[config.mk]
export PLATFORM = sky130hd
export DESIGN_NAME = game_state_controller
export DESIGN_NICKNAME = d
export VERILOG_FILES = /design/src/rtl/game_state_controller_pkg.sv /design/src/rtl/game_state_controller_frame_timer.sv /design/src/rtl/game_state_controller.sv
export SDC_FILE = /design/constraint.sdc
export NUM_CORES = 1
export LEC_CHECK = 0
export CAP_MARGIN = 20
export CORE_ASPECT_RATIO = 0.9
export CORE_MARGIN = 1
export CORE_UTILIZATION = 50
export CTS_CLUSTER_DIAMETER = 80
export DETAILED_ROUTE_END_ITERATION = 12
export PLACE_DENSITY = 0.87
export SYNTH_ARGS = -nofsm -noshare
export SYNTH_HDL_FRONTEND = slang
export SYNTH_SLANG_ARGS = --single-unit
[constraint.sdc]
create_clock -name i_Clk -period 2.18 [get_ports i_Clk]
set_input_delay 0.436 -clock i_Clk [delete_from_list [all_inputs] [get_ports i_Clk]]
set_output_delay 0.436 -clock i_Clk [all_outputs]
set_load 0.005 [all_outputs]
[src/rtl/game_state_controller_pkg.sv]
// Shared constants for the Frogger game: state codes, game limits and frog home position.
package game_state_controller_pkg;

   localparam logic [2:0] c_ST_IDLE      = 3'd0;
   localparam logic [2:0] c_ST_PLAY      = 3'd1;
   localparam logic [2:0] c_ST_DEATH     = 3'd2;
   localparam logic [2:0] c_ST_LEVEL_UP  = 3'd3;
   localparam logic [2:0] c_ST_GAME_OVER = 3'd4;

   typedef enum logic [2:0] {
      S_IDLE      = c_ST_IDLE,
      S_PLAY      = c_ST_PLAY,
      S_DEATH     = c_ST_DEATH,
      S_LEVEL_UP  = c_ST_LEVEL_UP,
      S_GAME_OVER = c_ST_GAME_OVER
   } state_t;

   localparam int c_START_LIVES    = 3;
   localparam int c_MAX_SCORE      = 99;
   localparam int c_MAX_LEVEL      = 7;
   localparam int c_DEATH_FRAMES   = 60;
   localparam int c_LEVELUP_FRAMES = 30;

   // Frog home position, consumed by frog movement on o_Frog_Reset.
   localparam int c_X_BASE_POSITION = 320;
   localparam int c_Y_BASE_POSITION = 448;

   function automatic int max_int(input int a, input int b);
      return (a > b) ? a : b;
   endfunction

endpackage

[src/rtl/game_state_controller_frame_timer.sv]
// Tick-gated frame counter: counts frame ticks from 0 and flags the tick that lands on terminal.
module frame_timer #(
   parameter int WIDTH = 6
) (
   input  logic             clk,
   input  logic             rst_n,
   input  logic             clear,
   input  logic             tick,
   input  logic [WIDTH-1:0] terminal,
   output logic             done
);

   logic [WIDTH-1:0] count;

   assign done = tick && (count == terminal);

   always_ff @(posedge clk or negedge rst_n) begin
      if (!rst_n)
         count <= '0;
      else if (clear || done)
         count <= '0;
      else if (tick)
         count <= count + 1'b1;
   end

endmodule

[src/rtl/game_state_controller.sv]
// Frogger top-level sequencer: game state, lives, score, level, frog movement enable and respawn.
//
// state      | meaning
// IDLE       | title screen, waiting for a start edge
// PLAY       | frog moves; collisions and goals are acted on
// DEATH      | frog frozen for DEATH_FRAMES frames, then respawn
// LEVEL_UP   | frog frozen for LEVELUP_FRAMES frames, then respawn
// GAME_OVER  | score/level held for display until a start edge
module game_state_controller
   import game_state_controller_pkg::*;
#(
   parameter int START_LIVES    = c_START_LIVES,
   parameter int MAX_SCORE      = c_MAX_SCORE,
   parameter int MAX_LEVEL      = c_MAX_LEVEL,
   parameter int DEATH_FRAMES   = c_DEATH_FRAMES,
   parameter int LEVELUP_FRAMES = c_LEVELUP_FRAMES
) (
   input  logic       i_Clk,
   input  logic       i_Rst_L,
   input  logic       i_Frame_Tick,
   input  logic       i_Start,
   input  logic       i_Collision,
   input  logic       i_Goal,
   output logic       o_Move_En,
   output logic       o_Frog_Reset,
   output logic [2:0] o_State,
   output logic [2:0] o_Lives,
   output logic [6:0] o_Score,
   output logic [2:0] o_Level,
   output logic       o_Game_Over
);

   localparam int CNT_W = $clog2(max_int(DEATH_FRAMES, LEVELUP_FRAMES));

   state_t     state, state_nxt;
   logic       start_q;
   logic       start_edge;
   logic [2:0] lives, lives_nxt;
   logic [6:0] score, score_nxt;
   logic [2:0] level, level_nxt;
   logic       frog_reset_q;
   logic       timer_clear;
   logic       timer_done;
   logic [CNT_W-1:0] timer_terminal;

   assign start_edge     = i_Start && !start_q;
   assign timer_clear    = !((state == S_DEATH) || (state == S_LEVEL_UP));
   assign timer_terminal = (state == S_DEATH) ? CNT_W'(DEATH_FRAMES - 1)
                                              : CNT_W'(LEVELUP_FRAMES - 1);

   frame_timer #(
      .WIDTH (CNT_W)
   ) u_frame_timer (
      .clk      (i_Clk),
      .rst_n    (i_Rst_L),
      .clear    (timer_clear),
      .tick     (i_Frame_Tick),
      .terminal (timer_terminal),
      .done     (timer_done)
   );

   always_comb begin
      state_nxt = state;
      lives_nxt = lives;
      score_nxt = score;
      level_nxt = level;
      case (state)
         S_IDLE: begin
            if (start_edge) begin
               lives_nxt = 3'(START_LIVES);
               score_nxt = '0;
               level_nxt = 3'd1;
               state_nxt = S_PLAY;
            end
         end
         S_PLAY: begin
            // Collision has priority over a simultaneous goal.
            if (i_Collision) begin
               if (lives != '0)
                  lives_nxt = lives - 3'd1;
               state_nxt = (lives <= 3'd1) ? S_GAME_OVER : S_DEATH;
            end else if (i_Goal) begin
               score_nxt = (score < 7'(MAX_SCORE)) ? score + 7'd1 : 7'(MAX_SCORE);
               level_nxt = (level < 3'(MAX_LEVEL)) ? level + 3'd1 : 3'(MAX_LEVEL);
               state_nxt = S_LEVEL_UP;
            end
         end
         S_DEATH, S_LEVEL_UP: begin
            if (timer_done)
               state_nxt = S_PLAY;
         end
         S_GAME_OVER: begin
            if (start_edge)
               state_nxt = S_IDLE;
         end
         default: state_nxt = S_IDLE;
      endcase
   end

   always_ff @(posedge i_Clk or negedge i_Rst_L) begin
      if (!i_Rst_L) begin
         state        <= S_IDLE;
         start_q      <= 1'b0;
         lives        <= '0;
         score        <= '0;
         level        <= 3'd1;
         frog_reset_q <= 1'b0;
      end else begin
         state        <= state_nxt;
         start_q      <= i_Start;
         lives        <= lives_nxt;
         score        <= score_nxt;
         level        <= level_nxt;
         frog_reset_q <= (state_nxt == S_PLAY) && (state != S_PLAY);
      end
   end

   assign o_Move_En    = (state == S_PLAY);
   assign o_Game_Over  = (state == S_GAME_OVER);
   assign o_Frog_Reset = frog_reset_q;
   assign o_State      = state;
   assign o_Lives      = lives;
   assign o_Score      = score;
   assign o_Level      = level;

endmodule

==> key figures, run 1 <==
Run
  – Max cap viols: 0

Worst setup path
  – Worst path arrival time: 1.64 ns
  – CP endpoint kind: output port
  – Worst EP required: 1.74 ns
  – Reg2reg start: o_State[0]$_DFF_PN0_
  – Startpoint Class: flip-flop
  – FF-to-FF path depth: 6
  – R2R Setup Slk: 0.26 ns
  – CP max-delay cell: clkdlybuf4s50_1
  – Reg-to-Reg End: o_Score[4]$_DFFE_PN0P_
  – Crit Path Category: reg2out
  – Cell Chain, Critical Path: buf_4, nor3b_2, clkdlybuf4s50_1
  – Max stage delay on crit path: 0.53 ns
  – CP Max Fanout: 7

Power and ir drop
  – PwrDens: 1060 nW/um2
  – Worst IR Drop VDD: 0.727 mV
  – Leak: 0.747 nW

Synthesis
  – Post-Synth Simple-Gate Area: 22.6%
  – Synthesized net count: 144
  – Yosys cell types: 34
  – Xor and xnor area share after synthesis: 3.39%
  – Mapped Area: 1290 um2
  – Register area share after synthesis: 46.7%
  – Synth Area in Compound Gates: 18.1%
  – Prevailing post-synth register cell: dfrtp_1
  – Asr flop ratio synth: 100%
  – Number of synthesized flops with an enable pin: 0
  – Mapped Cells: 132
  – Largest family of logic cells by synthesized area: simple AND/OR/NAND/NOR gates
  – Avg Inst Size Synth: 9.77 um2
  – Synth warn: 0
  – Post-synthesis adder-cell area fraction: 5.82%
  – Mux share of post-synthesis cell area: 1.55%
  – Seq cells post-synth: 24

Placed design
  – Placed Instances: 188
  – Gpl congestion: 0.809
  – Setup WS pre-CTS: 0.0534 ns
  – Detailed Place HPWL: 2090 um
  – Buffers on Ports: 24

Floorplan
  – Die Wd: 55.5 um
  – Initial core utilization: 52.7%
  – Ports: 25
  – Die Height: 50.2 um
  – # rows: 17
  – Die area: 2790 um2
  – Core Area: 2450 um2

GRT
  – Total gr overflow: 0
  – Number of antenna violations at the first check in global routing: 0
  – Largest net degree at the start of global routing: 25
  – First-pass GRT wire length: 5200 um
  – GR Util All Layers: 24.2%
  – Vias in the first global route: 1168

Layout
  – Register area: 603 um2
  – Area of the multi-input gates: 669 um2
  – Fill cells: 198
  – ANT cells: 0
  – Post-Layout Cell Count: 196
  – Layout cell share with drive strength beyond 1: 14.3%
  – Final nets: 181
  – Area Growth Syn to Fin: 29.8%

Drt
  – First-pass detailed-route iteration total: 4
  – Routed Wire Length: 3050 um
  – Initial drt markers: 44
  – DR WL/cell: 15.6 um
  – Post-DR vias/cell: 5.94
  – # DRC: 0
  – ANT nets after route: 0
  – Vias: 1165

Clock tree
  – Clk root buf: clkbuf_4
  – H-Tree Depth: 1
  – Clk pin slew, worst setup/hold paths: 0.14 ns
  – CTS Sinks: 24
  – CTS buffer count: 3
  – TritonCTS clock tree: built
  – Clock buffer depth: 2
  – Clock Latency Late Sink: 0.32 ns

STA
  – Setup ws final: 0.0991 ns
  – Tmin final: 2.08 ns
  – Maximum clock rate: 0.481 GHz
  – Fin Hold WS: 0.450 ns
  – Slew headroom: 57.1%
  – Slew Viols, Final: 0
  – Worst-Margin Slew: 0.627 ns
  – Tcrit/Tclk final: 95.5%
  – Setup violators final: 0
  – Clk_skew: 0.00578 ns
  – RSZ-0062 raised after global routing: false
  – Final count of hold timing violations: 0
  – Setup TNS: 0 ns

Hold path
  – Hold WC Path Type: in2async

Outcome
  – Status: finished, final reports clean
placed cells by master (no fill, tap or decap), drive strengths merged, types with 2 or more instances in the layout:
cell           count
clkdlybuf4s50     23
dfrtp             23
nor2              18
o21ai             13
buf                9
a21oi              7
nand2              7
a22o               6
ha                 6
nand2b             5
nand3              5
inv                4
nor2b              4
nor3b              4
clkbuf             4
nand4              3
xor2               3
a31oi              3
a21o               2
or2                2
xnor2              2
mux2i              2
and3               2
or3b               2
worst max-delay path: cells and delay by family (launching register included):
family	cells	cell delay (ns)
buffers and inverters	2	0.69
flip-flops	1	0.41
AND/OR/NAND/NOR	1	0.22
layer usage:
metal,GRT usage (%),share of wire [%],up-vias
met5,0,0,-
met4,13.8,2.4,0
met3,4.12,4.2,11
met2,40.8,52,35
met1,29.7,42,569
li1,-,-,550
sequential cells by signal, indices dropped and copies added, names as in the netlist:
name	flops
o_Frog_Reset	1
o_Level	3
o_State	3
o_Score	7
o_Lives	3
start_q	1
u_frame_timer.count	6
cells by family (layout without fill, tap and decap cells):
group / after synthesis / in the layout
DFF: 24 / 24
muxes: 2 / 2
xor gates and xnor gates: 5 / 5
adders and majority gates: 6 / 6
buffers and inverters: 6 / 42
AOI/OAI and AO/OA: 36 / 36
and+or+nand+nor: 53 / 53
cell type report:
type / count / share of cell area (%)
multi-input combinational: 102 / 40.0
clock buffer: 4 / 2.17
inverter: 5 / 1.20
timing repair buffer: 33 / 18.5
tap: 28 / 2.09
sequential: 24 / 36.0
how the worst max path moves through the flow:
stage,from,to,slack [ns],cells past startpoint
after floorplan,o_State[0]$_DFF_PN0_,o_Score[5]$_DFFE_PN0P_,0.63,4
after global placement,i_Start,o_Score[4]$_DFFE_PN0P_,0.1,5
after detailed placement,i_Start,o_Score[4]$_DFFE_PN0P_,0.05,5
after CTS,o_State[2]$_DFF_PN0_,o_Move_En,0.02,3
after global routing,o_State[1]$_DFF_PN0_,o_Game_Over,0.05,3
final,o_State[1]$_DFF_PN0_,o_Game_Over,0.1,3
cell usage after synthesis (all sizes together), types with 2 or more instances:
library cell	number	area share, %
a21o	2	1.2
a21oi	7	2.7
a22o	6	4.1
a31oi	3	1.5
and3	2	0.97
dfrtp	23	45
ha	6	5.8
inv	4	1.2
mux2i	2	1.6
nand2	7	2.0
nand2b	5	2.4
nand3	5	1.9
nand4	3	1.5
nor2	18	6.0
nor2b	4	1.9
nor3b	4	2.3
o21ai	13	5.0
or2	2	0.97
or3b	2	1.6
xnor2	2	1.4
xor2	3	2.0
report_power, final:
part           leakage (nW)  total, W  internal [W]  switching, W
Combinational         0.417  0.000830      0.000443      0.000388
Sequential            0.308  0.000705      0.000567      0.000137
Clock                0.0210  0.000241      0.000102      0.000139
what timing repair did:
action | in CTS | in global routing
gates resized for setup | 2 | 1
buffers inserted | 3 | 1
hold buffers | 0 | 0
endpoints found under the hold margin | 0 | 0
setup endpoints to repair | 2 | 1
pin swaps | 1 | 0
through the flow:
stage / instance area (um2) / utilization [%] / total power, W
global placement: 1600 / 65.4 / 0.00142
finish: 1670 / 68.4 / 0.00178
floorplan: 1290 / - / 0.00109
detailed placement: 1600 / 65.4 / 0.00146
CTS: 1660 / 68.0 / 0.00177
global route: 1670 / 68.4 / 0.00191
(Power assumes the default switching activity.)
==> inputs of run 2 (changes only) <==
Settings changed: SLEW_MARGIN from default to 20.
==> results of run 2 <==
Final layout, timing and power as in run 1 (identical DEF).
==> inputs of run 3 (changes only) <==
Settings changed: CORE_UTILIZATION 50 to 34, PLACE_DENSITY 0.87 to 0.66.
==> key figures, run 3 (synthesis results as in run 1) <==
Outcome
  – Status: finished, final reports clean

Floorplan
  – Die area: 4040 um2 (+45%)
  – Die Height: 60.4 um (+20%)
  – Die Wd: 66.9 um (+20%)
  – Core Area: 3500 um2 (+43%)
  – Initial core utilization: 36.8% (-16 points)
  – Ports: 25 (unchanged)
  – # rows: 20 (+3)

Layout
  – Commonest non-fill, non-tap cell in the layout: clkdlybuf4s50_1
  – Fill cells: 337 (+70%)
  – Layout cell share with drive strength beyond 1: 12.1% (-2.2 points)
  – Fin area: 1690 um2 (+0.75%)
  – Final nets: 178 (-1.7%)
  – Area Growth Syn to Fin: 30.7%
  – Most frequent cells in the layout: clkdlybuf4s50_1 (24), dfrtp_1 (23), nor2_1 (16)
  – Final core utilization: 48.1% (-20 points)
  – Max reg flops: 7 (unchanged)
  – ANT cells: 0 (unchanged)

Worst setup path
  – WP buf/inv: 2 (unchanged)
  – R2R Setup Slk: 0.38 ns (+0.12 ns)
  – Max stage delay on crit path: 0.49 ns (-0.04 ns)
  – FF-to-FF path depth: 5 (-1)
  – Cell Chain, Critical Path: or3b_4, clkinv_2, clkdlybuf4s50_1
  – CP max-delay cell: clkdlybuf4s50_1
  – CP Max Fanout: 5 (-2)
  – Worst path arrival time: 1.67 ns (+0.03 ns)
  – Reg2reg start: o_State[0]$_DFF_PN0_
  – Startpoint Class: flip-flop
  – Crit Path Category: reg2out
  – Delay-heaviest family, CP: buffers and inverters
  – CP endpoint kind: output port
  – Reg-to-Reg End: o_Score[4]$_DFFE_PN0P_
  – Worst EP required: 1.74 ns (about the same)

Placed design
  – Buffers on Ports: 24 (unchanged)
  – Gpl congestion: 0.763 (-5.7%)
  – Placement-stage cell area: 1630 um2 (+1.7%)
  – Detailed Place HPWL: 2130 um (+1.9%)

GRT
  – Total gr overflow: 0 (unchanged)
  – GR Util All Layers: 16.4% (-7.9 points)
  – Number of antenna violations at the first check in global routing: 0 (unchanged)
  – Vias in the first global route: 1088 (-6.8%)
  – Largest net degree at the start of global routing: 25 (unchanged)
  – First-pass GRT wire length: 4970 um (-4.5%)

STA
  – Slew Viols, Final: 0 (unchanged)
  – Tmin final: 2.11 ns (+0.0242 ns)
  – Setup violators final: 0 (unchanged)
  – Slew headroom: 62.3% (+5.1 points)
  – Setup TNS: 0 ns (unchanged)
  – RSZ-0062 raised after global routing: false
  – Worst-Margin Slew: 0.552 ns (-0.0749 ns)
  – Final count of hold timing violations: 0 (unchanged)
  – Tcrit/Tclk final: 96.6% (+1.1 points)
  – Clk_skew: 0.00763 ns (+0.00186 ns)
  – Fin Hold WS: 0.523 ns (+0.0729 ns)
  – Maximum clock rate: 0.475 GHz (-1.1%)

Drt
  – Routed Wire Length: 2900 um (-4.9%)
  – DR WL/cell: 13.9 um (-11%)
  – Initial drt markers: 43 (-2.3%)
  – First-pass detailed-route iteration total: 4 (unchanged)
  – Post-DR vias/cell: 5.22 (-12%)
  – # DRC: 0 (unchanged)
  – Vias: 1092 (-6.3%)
  – ANT nets after route: 0 (unchanged)

Clock tree
  – Clk root buf: clkbuf_8
  – CTS buffer count: 3 (unchanged)
  – Post-CTS setup buffers: 0 (-3)
  – CTS Sinks: 24 (unchanged)
  – H-Tree Depth: 1 (unchanged)
  – Clock buffer depth: 2 (unchanged)
  – TritonCTS clock tree: built
  – Clk pin slew, worst setup/hold paths: 0.09 ns (-0.05 ns)
  – Clock Latency Late Sink: 0.27 ns (-0.05 ns)
  – CTS Hold Buffers Added: 0 (unchanged)

Power and ir drop
  – Leak: 0.725 nW (-2.9%)
  – Worst IR Drop VDD: 0.592 mV (-19%)
  – PwrDens: 1060 nW/um2 (-0.55%)

Hold path
  – Hold WC Path Type: in2async

Run
  – Max cap viols: 0 (unchanged)
-- run 3: changes by cell type in the layout (fill, tap and decap cells not counted), sizes merged --
| cell | delta |
|---|---|
| buf | -3 |
| clkdlybuf4s50 | +1 |
| dlymetal6s2s | -1 |
-- run 3: layer usage --
layer  track usage (%)  up-vias  routed length, um  part of all wire [%]
met4              2.74        0                 19                  0.66
met5                 0        -                  0                     0
met3              3.95        2                 98                   3.4
li1                  -      539                  -                     -
met2              28.6       23               1410                    49
met1              21.0      528               1370                    47
-- run 3: power by group --
group	internal (W)	switching, W
clock network	0.000161	0.000146
logic	0.000414	0.000361
registers	0.000566	0.000131
-- run 3: worst reg2reg max path, cell delays in order (launching register included) --
cell     delay [ns]
dfrtp_1        0.42
buf_4          0.17
or3b_1         0.44
o22ai_2        0.31
o21ai_1        0.12
a22o_1         0.24
-- run 3: metrics by stage --
stage               worst slack [ns]  cells  power (W)
floorplan                      0.634    132    0.00109
global placement              0.0879    205    0.00145
detailed placement            0.0114    205    0.00148
CTS                           0.0559    209    0.00179
global route                  0.0315    209    0.00192
finish                        0.0749    209    0.00178
-- run 3: layout make-up --
type                       instances  area [um2]  share of cell area [%]
sequential                        24         602                    35.7
multi-input combinational        102         669                    39.7
timing repair buffer              30         285                    16.9
tap                               44        55.1                    3.26
inverter                           5        20.0                    1.19
clock buffer                       4        55.1                    3.26
-- run 3: worst max-delay path by stage --
stage / from / to / cells past startpoint
3_5_place_dp: i_Start / o_Score[4]$_DFFE_PN0P_ / 5
5_1_grt: o_State[0]$_DFF_PN0_ / o_Move_En / 3
6_report: o_State[0]$_DFF_PN0_ / o_Move_En / 3
3_3_place_gp: i_Start / o_Score[4]$_DFFE_PN0P_ / 5
2_1_floorplan: o_State[0]$_DFF_PN0_ / o_Score[5]$_DFFE_PN0P_ / 4
4_1_cts: o_State[0]$_DFF_PN0_ / o_Move_En / 3
-- run 3: what timing repair did --
item / in CTS / in global routing
gates resized for setup: 0 / 1
setup endpoints to repair: 0 / 1
hold endpoints to repair: 0 / 0
